## src/rtl/vv_fb_writer.sv

```systemverilog
// rtl/vv_fb_writer.sv - double-buffered write side of the monochrome video memory
module vv_fb_writer #(
    parameter int COLS             = 10,
    parameter int ROWS             = 10,
    parameter int VSYNC_ACTIVE_LOW = 1
) (
    input  logic                   clk,
    input  logic                   rst_n,
    input  logic                   cmd_valid,
    output logic                   cmd_ready,
    input  logic [1:0]             cmd_op,
    input  logic [3:0]             cmd_x,
    input  logic [3:0]             cmd_y,
    input  logic                   cmd_pixel,
    input  logic                   vsync,
    output logic [COLS*ROWS-1:0]   video_memory,
    output logic [7:0]             frame_count,
    output logic                   cmd_err
);

    localparam int N  = COLS * ROWS;
    localparam int IW = $clog2(N);

    // Level of vsync outside the sync pulse
    localparam logic VS_INACTIVE = (VSYNC_ACTIVE_LOW != 0);

    localparam logic [1:0] OP_WRITE  = 2'b00;
    localparam logic [1:0] OP_CLEAR  = 2'b01;
    localparam logic [1:0] OP_COMMIT = 2'b10;

    typedef enum logic [1:0] {
        IDLE,
        CLEAR,
        COMMIT_WAIT
    } state_t;

    state_t          state;
    logic [N-1:0]    back;
    logic [IW-1:0]   clr_cnt;
    logic            vs_s1, vs_s2, vs_s3;
    logic            vs_edge;
    logic            in_range;
    logic [IW-1:0]   wr_idx;

    // Range is judged on the raw 4-bit coordinates so an out-of-range x can
    // never alias onto the next row after the multiply.
    assign in_range = (int'(cmd_x) < COLS) && (int'(cmd_y) < ROWS);
    assign wr_idx   = IW'(cmd_y) * IW'(COLS) + IW'(cmd_x);

    // Start of the sync pulse: synchronised vsync just became active
    assign vs_edge  = (vs_s2 != VS_INACTIVE) && (vs_s3 == VS_INACTIVE);

    // Two-flop synchroniser plus one history flop for edge detection; runs in every state
    always_ff @(posedge clk or negedge rst_n) begin
        if (!rst_n) begin
            vs_s1 <= VS_INACTIVE;
            vs_s2 <= VS_INACTIVE;
            vs_s3 <= VS_INACTIVE;
        end else begin
            vs_s1 <= vsync;
            vs_s2 <= vs_s1;
            vs_s3 <= vs_s2;
        end
    end

    // Command FSM owning back buffer, front buffer, frame counter and handshake outputs
    always_ff @(posedge clk or negedge rst_n) begin
        if (!rst_n) begin
            state        <= IDLE;
            cmd_ready    <= 1'b1;
            cmd_err      <= 1'b0;
            back         <= '0;
            video_memory <= '0;
            frame_count  <= 8'd0;
            clr_cnt      <= '0;
        end else begin
            cmd_err <= 1'b0;
            case (state)
                IDLE: begin
                    if (cmd_valid) begin
                        case (cmd_op)
                            OP_WRITE: begin
                                if (in_range) begin
                                    back[wr_idx] <= cmd_pixel;
                                end else begin
                                    cmd_err <= 1'b1;
                                end
                            end
                            OP_CLEAR: begin
                                state     <= CLEAR;
                                cmd_ready <= 1'b0;
                                clr_cnt   <= '0;
                            end
                            OP_COMMIT: begin
                                state     <= COMMIT_WAIT;
                                cmd_ready <= 1'b0;
                            end
                            default: begin
                                cmd_err <= 1'b1;
                            end
                        endcase
                    end
                end
                CLEAR: begin
                    back[clr_cnt] <= 1'b0;
                    if (clr_cnt == IW'(N - 1)) begin
                        state     <= IDLE;
                        cmd_ready <= 1'b1;
                        clr_cnt   <= '0;
                    end else begin
                        clr_cnt <= clr_cnt + 1'b1;
                    end
                end
                COMMIT_WAIT: begin
                    // Back buffer is kept so drawing continues from the published image
                    if (vs_edge) begin
                        video_memory <= back;
                        frame_count  <= frame_count + 8'd1;
                        state        <= IDLE;
                        cmd_ready    <= 1'b1;
                    end
                end
                default: begin
                    state     <= IDLE;
                    cmd_ready <= 1'b1;
                end
            endcase
        end
    end

endmodule

```

## config.mk

```make
export PLATFORM = sky130hd
export DESIGN_NAME = vv_fb_writer
export DESIGN_NICKNAME = d
export VERILOG_FILES = /design/src/rtl/vv_fb_writer.sv
export SDC_FILE = /design/constraint.sdc
export NUM_CORES = 1
export LEC_CHECK = 0
export ABC_AREA = 1
export CORE_ASPECT_RATIO = 1.1
export CORE_UTILIZATION = 40
export CTS_CLUSTER_SIZE = 10
export DETAILED_ROUTE_END_ITERATION = 16
export GPL_ROUTABILITY_DRIVEN = 0
export PLACE_DENSITY_LB_ADDON = 0.08
export SYNTH_ARGS = -nofsm -noshare
export SYNTH_HDL_FRONTEND = slang
export SYNTH_SLANG_ARGS = --single-unit
```

## constraint.sdc

```tcl
create_clock -name clk -period 1.7 [get_ports clk]
set_input_delay 0.34 -clock clk [delete_from_list [all_inputs] [get_ports clk]]
set_output_delay 0.34 -clock clk [all_outputs]
set_load 0.05 [all_outputs]
```

# Word level (Yosys, flattened, before mapping)
# Cells that the tools add are included.
[op_classes] add_sub_neg=3 multipliers=1 magnitude_cmp=6 n_eq_ne=13 mux=27 bitwise_logic=3 reduce_logical=13
[op_table] operator="100-bit two-way mux" n=3
[op_table] operator="100-bit case mux with 2 select lines" n=1
[op_table] operator="100-bit bitwise AND" n=1
[op_table] operator="100-bit bitwise mux" n=1
[op_table] operator="100-bit NOT" n=1
[op_table] operator="7-bit two-way mux" n=3
[op_table] operator="7-bit by 8-bit less-than comparator with 1-bit output (second input constant)" n=2
[op_table] operator="1-bit demux with 7-bit select" n=2
[op_table] operator="7-bit by 1-bit >= comparator with 1-bit output (second input constant)" n=2
[op_table] operator="7-bit case mux with 2 select lines" n=1
[op_table] operator="4-bit AND reduction" n=3
[op_table] operator="2-bit != test (second input constant)" n=5
[op_table] operator="1-bit two-way mux" n=9
[op_table] operator="8-bit by 1-bit adder with 8-bit output (second input constant)" n=1
[op_table] operator="4-bit less-than comparator (second input constant)" n=2
[op_table] operator="7-bit by 1-bit adder with 7-bit output (second input constant)" n=1
[op_table] operator="7-bit by 4-bit adder with 7-bit output" n=1
[op_table] operator="7-bit equality test (second input constant)" n=1
[op_table] operator="4-bit by 3-bit multiplier with 6-bit output (second input constant)" n=1
[op_table] operator="2-bit two-way mux" n=3
[op_table] operator="2-bit case mux with 3 select lines" n=1
[op_table] operator="2-bit by 1-bit equality test with 1-bit output (second input constant)" n=2
[op_table] operator="2-bit equality test (second input constant)" n=2
[op_table] operator="1-bit logical AND" n=4
[op_table] operator="11 further kinds" n=13
[word_totals] reg_bits=222 inputBits=15 output_inout_bits=110 word_cells=76

# Longest topological paths before layout
# Gate-level depths: netlist of the first run.
[depth] word_depth=11 ltp_mapped=16 depth_no_buf=14

# Least setup slack after synthesis of the first run
# Ideal clock, no wire load.
[synth_timing] kind="input port to flip-flop" start="in cmd_y[1]" end="reg back[75]" setup_time_ns=0.117 arrival_time_ns=2.331 required_time_ns=1.583 slack_ns=-0.748 cell_stages=13 n_path_buf=1 path_cell_list="ha_1 > ha_1 > inv_1 > fa_1 > nor2_4 > nand3_1 > nand3_1 > nand2_2 > nor2_8 > buf_6 > nand4_1 > nand3_1 > nand2_1"
[synth_via] elab_chain_cells=11 elab_cells_between_ends=16 classes_between="1 x add/sub; 1 x mul; 3 x order compare; 1 x eq/ne; 7 x mux; 3 x reduce/logical"
[synth_lines] element="start: declaration" line_no="13" rtl="input logic [3:0] cmd_y,"
[synth_lines] element="4-bit by 3-bit multiplier with 6-bit output" line_no="48" rtl="assign wr_idx = IW'(cmd_y) * IW'(COLS) + IW'(cmd_x);"
[synth_lines] element="7-bit by 4-bit adder with 7-bit output" line_no="48"
[synth_lines] element="7-bit by 8-bit less-than comparator with 1-bit output (not written as such) or 7-bit by 1-bit >= comparator with 1-bit output (tied branches)" line_no="84" rtl="back[wr_idx] <= cmd_pixel;"
[synth_lines] element="1-bit logical AND (not written as such)" line_no="84"
[synth_lines] element="1-bit two-way mux (not written as such)" line_no="84"
[synth_lines] element="1-bit demux with 7-bit select" line_no="84"
[synth_lines] element="100-bit bitwise mux" line_no="84"
[synth_lines] element="100-bit two-way mux" line_no="83" rtl="if (in_range) begin"
[synth_lines] element="100-bit two-way mux" line_no="81" rtl="case (cmd_op)"
[synth_lines] element="100-bit two-way mux" line_no="80" rtl="if (cmd_valid) begin"
[synth_lines] element="100-bit case mux with 2 select lines" line_no="78" rtl="case (state)"
[synth_lines] element="end signal: indexed assignment" line_no="84"
[synth_lines] element="end: declaration" line_no="38" rtl="logic [N-1:0] back;"
# Several ways; a longest one is shown, not always the timed one. The select of a mux whose other input is x is not followed.
# A chain may end at the register's enable or synchronous reset.

# Worst setup path after layout of the first run
[layout_timing] start="in cmd_y[1]" end="reg back[88]"
# The elaborated chain is that of the path after synthesis.

==> impl.org, run 1 <==
** Worst setup path
- STA classifies the critical path endpoint as a flip-flop.
- Of all nets on the critical path, the largest fanout is 8.
- The startpoint identified for the worst register-to-register timing path is clr_cnt[0].
- Startpoint of the worst setup timing path :: cmd_y[1]
- Data on the critical path arrives at its endpoint at 2.58 ns.
- For the worst setup path, the data required time is 2.14 ns.
- Start-to-end type of the worst setup path :: in -> reg
- The worst setup path is launched from a primary input.

** Placed design
- Half-perimeter wire length of the detailed placement result :: 25.5 mm
- The count of buffers added on input and output ports is 124.
- The number of placed instances, taps included, is 2,282.
- Worst slack, placed :: -1.31 ns

** Die
- Core region area :: 30,800 um2
- Initial Utilization :: 0.410
- In this run the vertical extent of the chip is 188 um.
- Count of standard-cell rows :: 67
- Number of top-level design ports :: 125
- The die is 171 um wide.
- The die covers 32,300 um2.

** Final layout
- Once layout is complete, the cells apart from fillers number 2,360.
- Layout Nets :: 1,960
- Counting the fill cells in the layout gives 2,895.
- The sequential cells in the finished layout cover a total of 5560 um2.
- P&R area growth vs syn :: 30.5%
- The multi-input combinational cells in the finished layout cover a total of 6410 um2.
- Once layout is complete, the utilization of the core stands at 0.535.
- Share of cells above drive strength 1 :: 0.187
- Count of antenna diodes in the layout :: 0

** Pwr
- VDD sags by at most 0.943 mV.
- Internal power component :: 0.0140 W
- Of the total power, the share spent switching nets is 0.466.
- Sequential power share :: 0.284
- Dividing total power by cell area gives a power density of 1590 nW/um2.
- The share of total power dissipated in combinational logic is 0.512.
- Summed over all cells, the static leakage comes to 8.82 nW.
- The share of total power dissipated in the clock network is 0.204.
- In this run the power spent charging and discharging nets is 0.0123 W.

** Timing
- At the pin with the least slew margin, the transition time is 0.601 ns.
- Summed over all failing endpoints, the final setup total negative slack is -37.49 ns.
- Final Setup Violations :: 100
- Final hold violation count :: 0
- Period utilization :: 1.26
- Number of max-slew violations in the final report :: 0
- RSZ-0062 raised after global routing :: yes
- Peak Freq :: 468 MHz
- Setup slack on the critical path of the routed design comes to -0.436 ns.
- Clock Skews :: 0.0157 ns
- The smallest clock period supported by the final layout is computed as 2.14 ns.
- Worst rel slew slack :: 0.600
- Post-Route Hold Slack :: 0.200 ns

** Route
- The count of nets left with antenna violations once routing finished came out at 0.
- Final Routed Wirelength :: 41.3 mm
- The final route contains 12.9k vias.
- Number of detailed-routing iterations run before antenna repair :: 5
- Top routing layer used :: met4
- After detailed routing, the wire length on met1 is 19.0 mm.
- In this run, the number of DRC markers left after iteration 0 of detailed routing was 1,152.
- After detailed routing, the number of remaining DRC violations is 0.
- Using the TritonRoute via totals, the vias-per-cell ratio works out to 5.48.
- In the final routed layout, each cell accounts on average for 17.5 um.
- Wire length on met2 :: 18.7 mm
- Wire segments on met3 add up to 2.59 mm in the final route.

** Run status
- The run finished, with violations left.
- The checks that failed: negative setup slack.

** Global route
- First-pass GRT wire length :: 66.6 mm
- The via count of the first global-routing pass was 12.3k.
- Entering global routing, the biggest net connects 59 pins.
- For this run the aggregate overflow at the end of global routing stands at 0.
- Number of antenna violations at the first check in global routing :: 0
- Total routing resource utilization after global routing :: 0.258

** Clock tree
- The clock reaches the later pin of the worst-skew pair after 0.55 ns.
- CTS HTree Levels :: 1
- TritonCTS built the clock tree.
- The cell sitting at the root of the clock tree is a sky130_fd_sc_hd__clkbuf_16.
- CTS Sinks :: 222
- Number of buffers between clock root and the deepest sink :: 3
- After clock tree synthesis, the clock-pin slew on the worst setup and hold paths is 0.06 ns.
- Total CTS buffers :: 27

** Synthesis
- Share of the synthesized netlist area taken by xor and xnor gates :: 0.00694
- Dominant combinational cell family by area after synthesis :: simple AND/OR/NAND/NOR gates
- Number of cells produced by synthesis :: 1,758
- Counting distinct cell types in the post-synthesis netlist gives 35.
- Mean post-synth cell area :: 7.18 um2
- EDFF count, synth :: 0
- Synth warnings :: 0
- Among all flip-flop cells after synthesis, the most frequent one is sky130_fd_sc_hd__dfrtp_1.
- The compound-cell area share of the yosys netlist came to 0.00872.
- The portion of synthesized area spent on multiplexers is 0.
- Post-synthesis share of cell area spent on full adders, half adders and majority gates :: 0.0151
- Proportion of synthesized chip area in sequential cells :: 0.441
- After synthesis, the share of flip-flops with an asynchronous set or reset is 1.00.
- After synthesis the netlist holds a flip-flop and latch count of 222.
- Counting every net in the synthesized netlist gives 1,787.
- Post-Synth Simple-Gate Area :: 0.464
- In this run the cell area of the synthesized design comes to 12,600 um2.

** Worst hold path
- Worst hold path class :: in -> reg
- The startpoint identified for the worst hold timing path is vsync.

** Job
- Max-cap violations in this run came to 0.
stage by stage:
| step | instance area, um2 | total power (W) |
|---|---|---|
| detailed placement | 15000 | 0.0201 |
| finish | 16500 | 0.0263 |
| floorplan | 12700 | 0.0155 |
| CTS | 16400 | 0.0263 |
| global route | 16500 | 0.0277 |
| global placement | 15000 | 0.0200 |
final cells by class:
cell class / count / share of cell area
clock buffer: 41 / 0.0454
sequential: 222 / 0.338
tap: 414 / 0.0314
timing repair buffer: 284 / 0.185
inverter: 40 / 0.00927
clock inverter: 3 / 0.00266
multi-input combinational: 1356 / 0.389
repair_timing:
action                                  4_1_cts  5_1_grt
hold buffers                                  1        0
cloned                                       10        7
pin swaps                                    50       38
gates resized for setup                      49       13
buffers inserted                             18        5
hold endpoints to repair                     46        0
endpoints found under the setup margin      100      106
worst max-delay path: stages:
cell and delay [ns]:
sky130_fd_sc_hd__buf_6 0.10, sky130_fd_sc_hd__ha_4 0.26, sky130_fd_sc_hd__ha_4 0.12, sky130_fd_sc_hd__inv_2 0.03, sky130_fd_sc_hd__fa_2 0.59, sky130_fd_sc_hd__inv_2 0.05
sky130_fd_sc_hd__o211ai_1 0.09, sky130_fd_sc_hd__nand2_2 0.14, sky130_fd_sc_hd__buf_12 0.16, sky130_fd_sc_hd__nor2_8 0.13, sky130_fd_sc_hd__buf_12 0.16, sky130_fd_sc_hd__clkbuf_16 0.15
sky130_fd_sc_hd__nand4_1 0.10, sky130_fd_sc_hd__nand3_1 0.10, sky130_fd_sc_hd__nand2_1 0.05
cells in the final DEF, fill, tap and decap left out, types with 6 or more instances in the layout:
cell type | synthesis | layout
sky130_fd_sc_hd__nand4_1 | 201 | 201
sky130_fd_sc_hd__nand2_1 | 831 | 828
sky130_fd_sc_hd__nand3_2 | 1 | 6
sky130_fd_sc_hd__xor2_1 | 7 | 7
sky130_fd_sc_hd__nor2_2 | 1 | 7
sky130_fd_sc_hd__ha_1 | 12 | 8
sky130_fd_sc_hd__inv_1 | 36 | 32
sky130_fd_sc_hd__clkbuf_16 | 0 | 34
sky130_fd_sc_hd__buf_12 | 0 | 49
sky130_fd_sc_hd__o21ai_0 | 8 | 7
sky130_fd_sc_hd__nor3_2 | 7 | 9
sky130_fd_sc_hd__clkbuf_1 | 76 | 12
sky130_fd_sc_hd__clkdlybuf4s50_1 | 0 | 8
sky130_fd_sc_hd__buf_6 | 6 | 8
sky130_fd_sc_hd__nor2_1 | 35 | 26
sky130_fd_sc_hd__dfrtp_1 | 218 | 218
sky130_fd_sc_hd__buf_4 | 10 | 200
sky130_fd_sc_hd__nor3_1 | 11 | 9
sky130_fd_sc_hd__inv_2 | 4 | 7
sky130_fd_sc_hd__nand3_1 | 215 | 210
Yosys cell counts (4+ instances only):
master | number | share of area
sky130_fd_sc_hd__buf_4 | 10 | 0.0059
sky130_fd_sc_hd__o21ai_0 | 8 | 0.0032
sky130_fd_sc_hd__nor3_2 | 7 | 0.0056
sky130_fd_sc_hd__nand4_1 | 201 | 0.10
sky130_fd_sc_hd__nand2_1 | 831 | 0.25
sky130_fd_sc_hd__clkbuf_1 | 76 | 0.023
sky130_fd_sc_hd__buf_6 | 6 | 0.0054
sky130_fd_sc_hd__xor2_1 | 7 | 0.0049
sky130_fd_sc_hd__dfstp_2 | 4 | 0.0083
sky130_fd_sc_hd__dfrtp_1 | 218 | 0.43
sky130_fd_sc_hd__nor3_1 | 11 | 0.0044
sky130_fd_sc_hd__nand3_1 | 215 | 0.085
sky130_fd_sc_hd__buf_1 | 4 | 0.0012
sky130_fd_sc_hd__inv_2 | 4 | 0.0012
sky130_fd_sc_hd__inv_1 | 36 | 0.011
sky130_fd_sc_hd__buf_2 | 44 | 0.017
sky130_fd_sc_hd__ha_1 | 12 | 0.012
sky130_fd_sc_hd__nor2_1 | 35 | 0.010
power groups by stage:
stage                     Sequential, W  Combinational (W)  Clock (W)
after CTS                       0.00746             0.0133    0.00553
after floorplan                  0.0113            0.00422          0
after global placement          0.00753             0.0125          0
after detailed placement        0.00754             0.0126          0
final                           0.00746             0.0134    0.00537
after global routing            0.00763             0.0143    0.00571
final timing paths:
path / endpoint / slack, ns / cells after the start
worst max-delay path: back[88] / -0.44 / 15
worst min-delay path: vs_s1 / 0.20 / 1
worst max register to register: back[51] / -0.01 / 8
worst min register to register: vs_s2 / 0.36 / 0
max in group asynchronous: cmd_ready / 0.78 / 3
min in group asynchronous: frame_count[3] / 0.33 / 2
kinds of logic after synthesis:
kind of cell,Yosys count
AO/OA/AOI/OAI,18
XOR/XNOR,10
adder cells (fa/ha/maj),14
buffers and inverters,180
flip-flops,222
AND/OR/NAND/NOR,1314
layer usage:
| metal | GRT usage | vias to the layer above |
|---|---|---|
| li1 | - | 6238 |
| met3 | 0.0309 | 74 |
| met4 | 0.0814 | 0 |
| met2 | 0.409 | 468 |
| met1 | 0.366 | 6156 |
| met5 | 0 | - |
state kept, by name (all words and copies together), names as in the netlist:
register      count
vs_s3             1
cmd_err           1
vs_s2             1
frame_count       8
back            100
clr_cnt           7
state             2
vs_s1             1
video_memory    100
cmd_ready         1
No activity file was read; power rests on OpenSTA's default activity.
==> run 2: changes to the inputs <==
--- a/config.mk
+++ b/config.mk
@@ -11,7 +11,7 @@
 export CTS_CLUSTER_SIZE = 10
 export DETAILED_ROUTE_END_ITERATION = 16
 export GPL_ROUTABILITY_DRIVEN = 0
-export PLACE_DENSITY_LB_ADDON = 0.08
+export PLACE_DENSITY_LB_ADDON = 0.05
 export SYNTH_ARGS = -nofsm -noshare
 export SYNTH_HDL_FRONTEND = slang
 export SYNTH_SLANG_ARGS = --single-unit
==> run 2 against run 1 <==
- global-route usage about the same
- count of clock-buffer cells in the layout is 2 lower
- final cell count barely moved
- register-to-register slack about the same
- worst hold slack better by 0.022 ns
- sequential share of layout area fell by 0.48 points
- largest power group unchanged
- combinational power about the same
- the run still ends with negative setup slack left
- worst setup slack got worse by 0.062 ns
- maximum frequency is 2.8% lower
==> impl.org, run 2 (synthesis gave the netlist of run 1 again) <==
** Worst setup path
- Kind of end point of the critical path :: flip-flop
- R2R Path Start :: clr_cnt[0]
- Start-to-end type of the worst setup path :: in -> reg
- Length in cells of the worst reg-to-reg path :: 9
- The worst setup path is launched from a primary input.
- On the critical path the largest part of the delay comes from adder cells.
- The signal on the critical path passes through buf_8, ha_4, ha_4, inv_2, fa_2, nor2_4, nand3_2, nand3_2, nand2_4, buf_6, nor2_4, buf_12, buf_12, clkbuf_16, nand4_1, nand3_1, nand2_1.
- The slowest stage of the critical path belongs to the cell sky130_fd_sc_hd__fa_2.
- Worst path required time :: 2.15 ns
- The number of buffers and inverters on the critical path is 6.
- In this design, the stage delay of the slowest critical-path cell is 0.47 ns.
- Of all nets on the critical path, the largest fanout is 4.
- Setup slack on the worst reg-to-reg path comes out at 0 ns.
- The worst register-to-register path ends at back[17].
- At the worst endpoint, the arrival time is 2.65 ns.

** Final layout
- Leading cell type in the layout, fill and taps excluded :: sky130_fd_sc_hd__nand2_1
- Layout Nets :: 1,966
- Most used cells in the layout excluding fill and tap cells :: 828 x sky130_fd_sc_hd__nand2_1, 218 x sky130_fd_sc_hd__dfrtp_1, 208 x sky130_fd_sc_hd__nand3_1, 201 x sky130_fd_sc_hd__nand4_1, 199 x sky130_fd_sc_hd__buf_4
- The largest registers in the layout are back x100, video_memory x100, frame_count x8.
- Count of antenna diodes in the layout :: 0
- P&R area growth vs syn :: 32.4%
- Share of cells above drive strength 1 :: 0.192
- After filler insertion, the fill cell instance count of the layout stands at 2,934.

** Global route
- Largest net degree at the start of global routing :: 69
- Overflow left after global routing :: 0
- The initial antenna violation count came to 0.
- Across every metal layer, demand over resource in global routing totals 0.258.
- The first global-routing pass estimated 66.5 mm of wire.
- Number of global-route vias before repair :: 12.1k

** Run status
- The run finished, with violations left.
- The checks that failed: negative setup slack.

** Worst hold path
- The path with the worst hold slack has its endpoint at vs_s1.
- The startpoint identified for the worst hold timing path is vsync.
- Counting instances, the worst hold path has a depth of 1.
- Worst hold path class :: in -> reg

** Timing
- The routed design could run at a clock period as short as 2.20 ns.
- In the finished design, the share of the clock period the worst path needs comes to 1.29.
- RSZ-0062 raised after global routing :: yes
- Post-Route Hold Slack :: 0.221 ns
- In the post-route analysis, the smallest setup slack over all paths is -0.498 ns.
- Final hold violation count :: 0
- Setup total negative slack on the finished layout was measured at -42.50 ns.
- Clock Skews :: 0.0275 ns
- Worst Max-Slew Pin Slew :: 0.465 ns
- For this run, the top clock speed supported by timing is 455 MHz.
- Setup violations remaining at the end of the flow were counted as 100.
- Worst rel slew slack :: 0.690
- The number of pins with negative max-slew slack in the final report was 0.

** Pwr
- The design draws 0.0265 W.
- In this run the static leakage power is 8.91 nW.
- The worst-case IR drop observed on VDD is 1.15 mV.
- For this design the ratio of total power to cell area is 1590 nW/um2.

** Die
- The die covers 32,300 um2.
- 125 I/O pins were placed.
- For this configuration, the core starts out at a cell density of 0.410.
- The die is 171 um wide.
- Core region area :: 30,800 um2
- The initialized floorplan defines 67 standard-cell rows.
- Die Y-Extent :: 188 um

** Route
- After detailed routing, the number of vias per cell comes to 5.50.
- Number of detailed-routing iterations run before antenna repair :: 6
- Final Routed Wirelength :: 42.8 mm
- Remaining DRCs :: 0
- Wire length per cell :: 18.1 um
- Routed vias :: 13.0k
- Starting DRT DRC Count :: 1,275
- In this run the remaining antenna-violating nets after routing total 0.

** Clock tree
- Clk Latency, worst-skew pair :: 0.55 ns
- Clock transition at the register clock pins on the worst setup and hold paths after CTS :: 0.06 ns
- Root buffer selected by CTS :: sky130_fd_sc_hd__clkbuf_16
- TritonCTS clock tree :: built
- Buffers inserted during clock tree synthesis total 27.
- The longest clock path from root to sink contains 3 buffers.
- CTS HTree Levels :: 1
- Clock tree synthesis found a total of 222 sinks.

** Placed design
- Detailed placement finished with a half-perimeter wire length of 25.2 mm.
- The count of buffers added on input and output ports is 124.

** Job
- Across the run, the number of max-cap violations was 0.
run 2: cell count changes in the layout (fill, tap and decap cells not counted), sizes merged:
cell	delta
bufinv	-1
dlymetal6s2s	+1
buf	+1
clkinv	-1
dlygate4sd2	-1
clkbuf	+3
run 2: worst max-delay path by stage:
stage                     startpoint  endpoint  cells after the start
after floorplan             cmd_y[1]  back[44]                     15
after global placement      cmd_y[1]  back[68]                     13
after detailed placement    cmd_y[1]  back[50]                     14
after CTS                   cmd_y[3]  back[50]                     17
after global routing        cmd_y[3]  back[53]                     18
final                       cmd_y[3]  back[45]                     17
run 2: power by group:
group | switching, W | internal [W]
Combinational | 0.00932 | 0.00443
Clock | 0.00223 | 0.00312
Sequential | 0.000830 | 0.00660
Total | 0.0124 | 0.0141
run 2: cell type report:
cell class                 count  area, um2  share of cell area
clock buffer                  39        781              0.0467
clock inverter                 1       8.76            0.000524
inverter                      40        153             0.00914
multi-input combinational   1356       6470               0.387
sequential                   222       5560               0.333
tap                          414        518              0.0310
timing repair buffer         290       3220               0.193
run 2: timing repair:
action                                 in CTS  in global routing
buffers inserted                           22                  7
hold buffers                                1                  0
endpoints found under the hold margin      40                  0
gates cloned                               11                 13
pin swaps                                  28                 43
gates resized for setup                    53                 32
setup endpoints to repair                 107                105
run 2: routing by layer:
layer / share of wire / track usage / routed length (um) / vias up
met5: 0 / 0 / 0 / -
li1: - / - / - / 6233
met2: 0.45 / 0.406 / 19300 / 540
met1: 0.45 / 0.372 / 19400 / 6148
met4: 0.028 / 0.0731 / 1190 / 0
met3: 0.067 / 0.0307 / 2870 / 71
run 2: through the flow:
| step | setup WS (ns) | area (um2) | util | cells |
|---|---|---|---|---|
| 5_1_grt | -0.651 | 16700 | 0.543 | 2362 |
| 2_1_floorplan | -0.639 | 12700 | - | 1758 |
| 3_3_place_gp | -1.25 | 14900 | 0.484 | 2276 |
| 6_report | -0.498 | 16700 | 0.543 | 2362 |
| 4_1_cts | -0.456 | 16300 | 0.531 | 2350 |
| 3_5_place_dp | -1.30 | 14900 | 0.484 | 2276 |
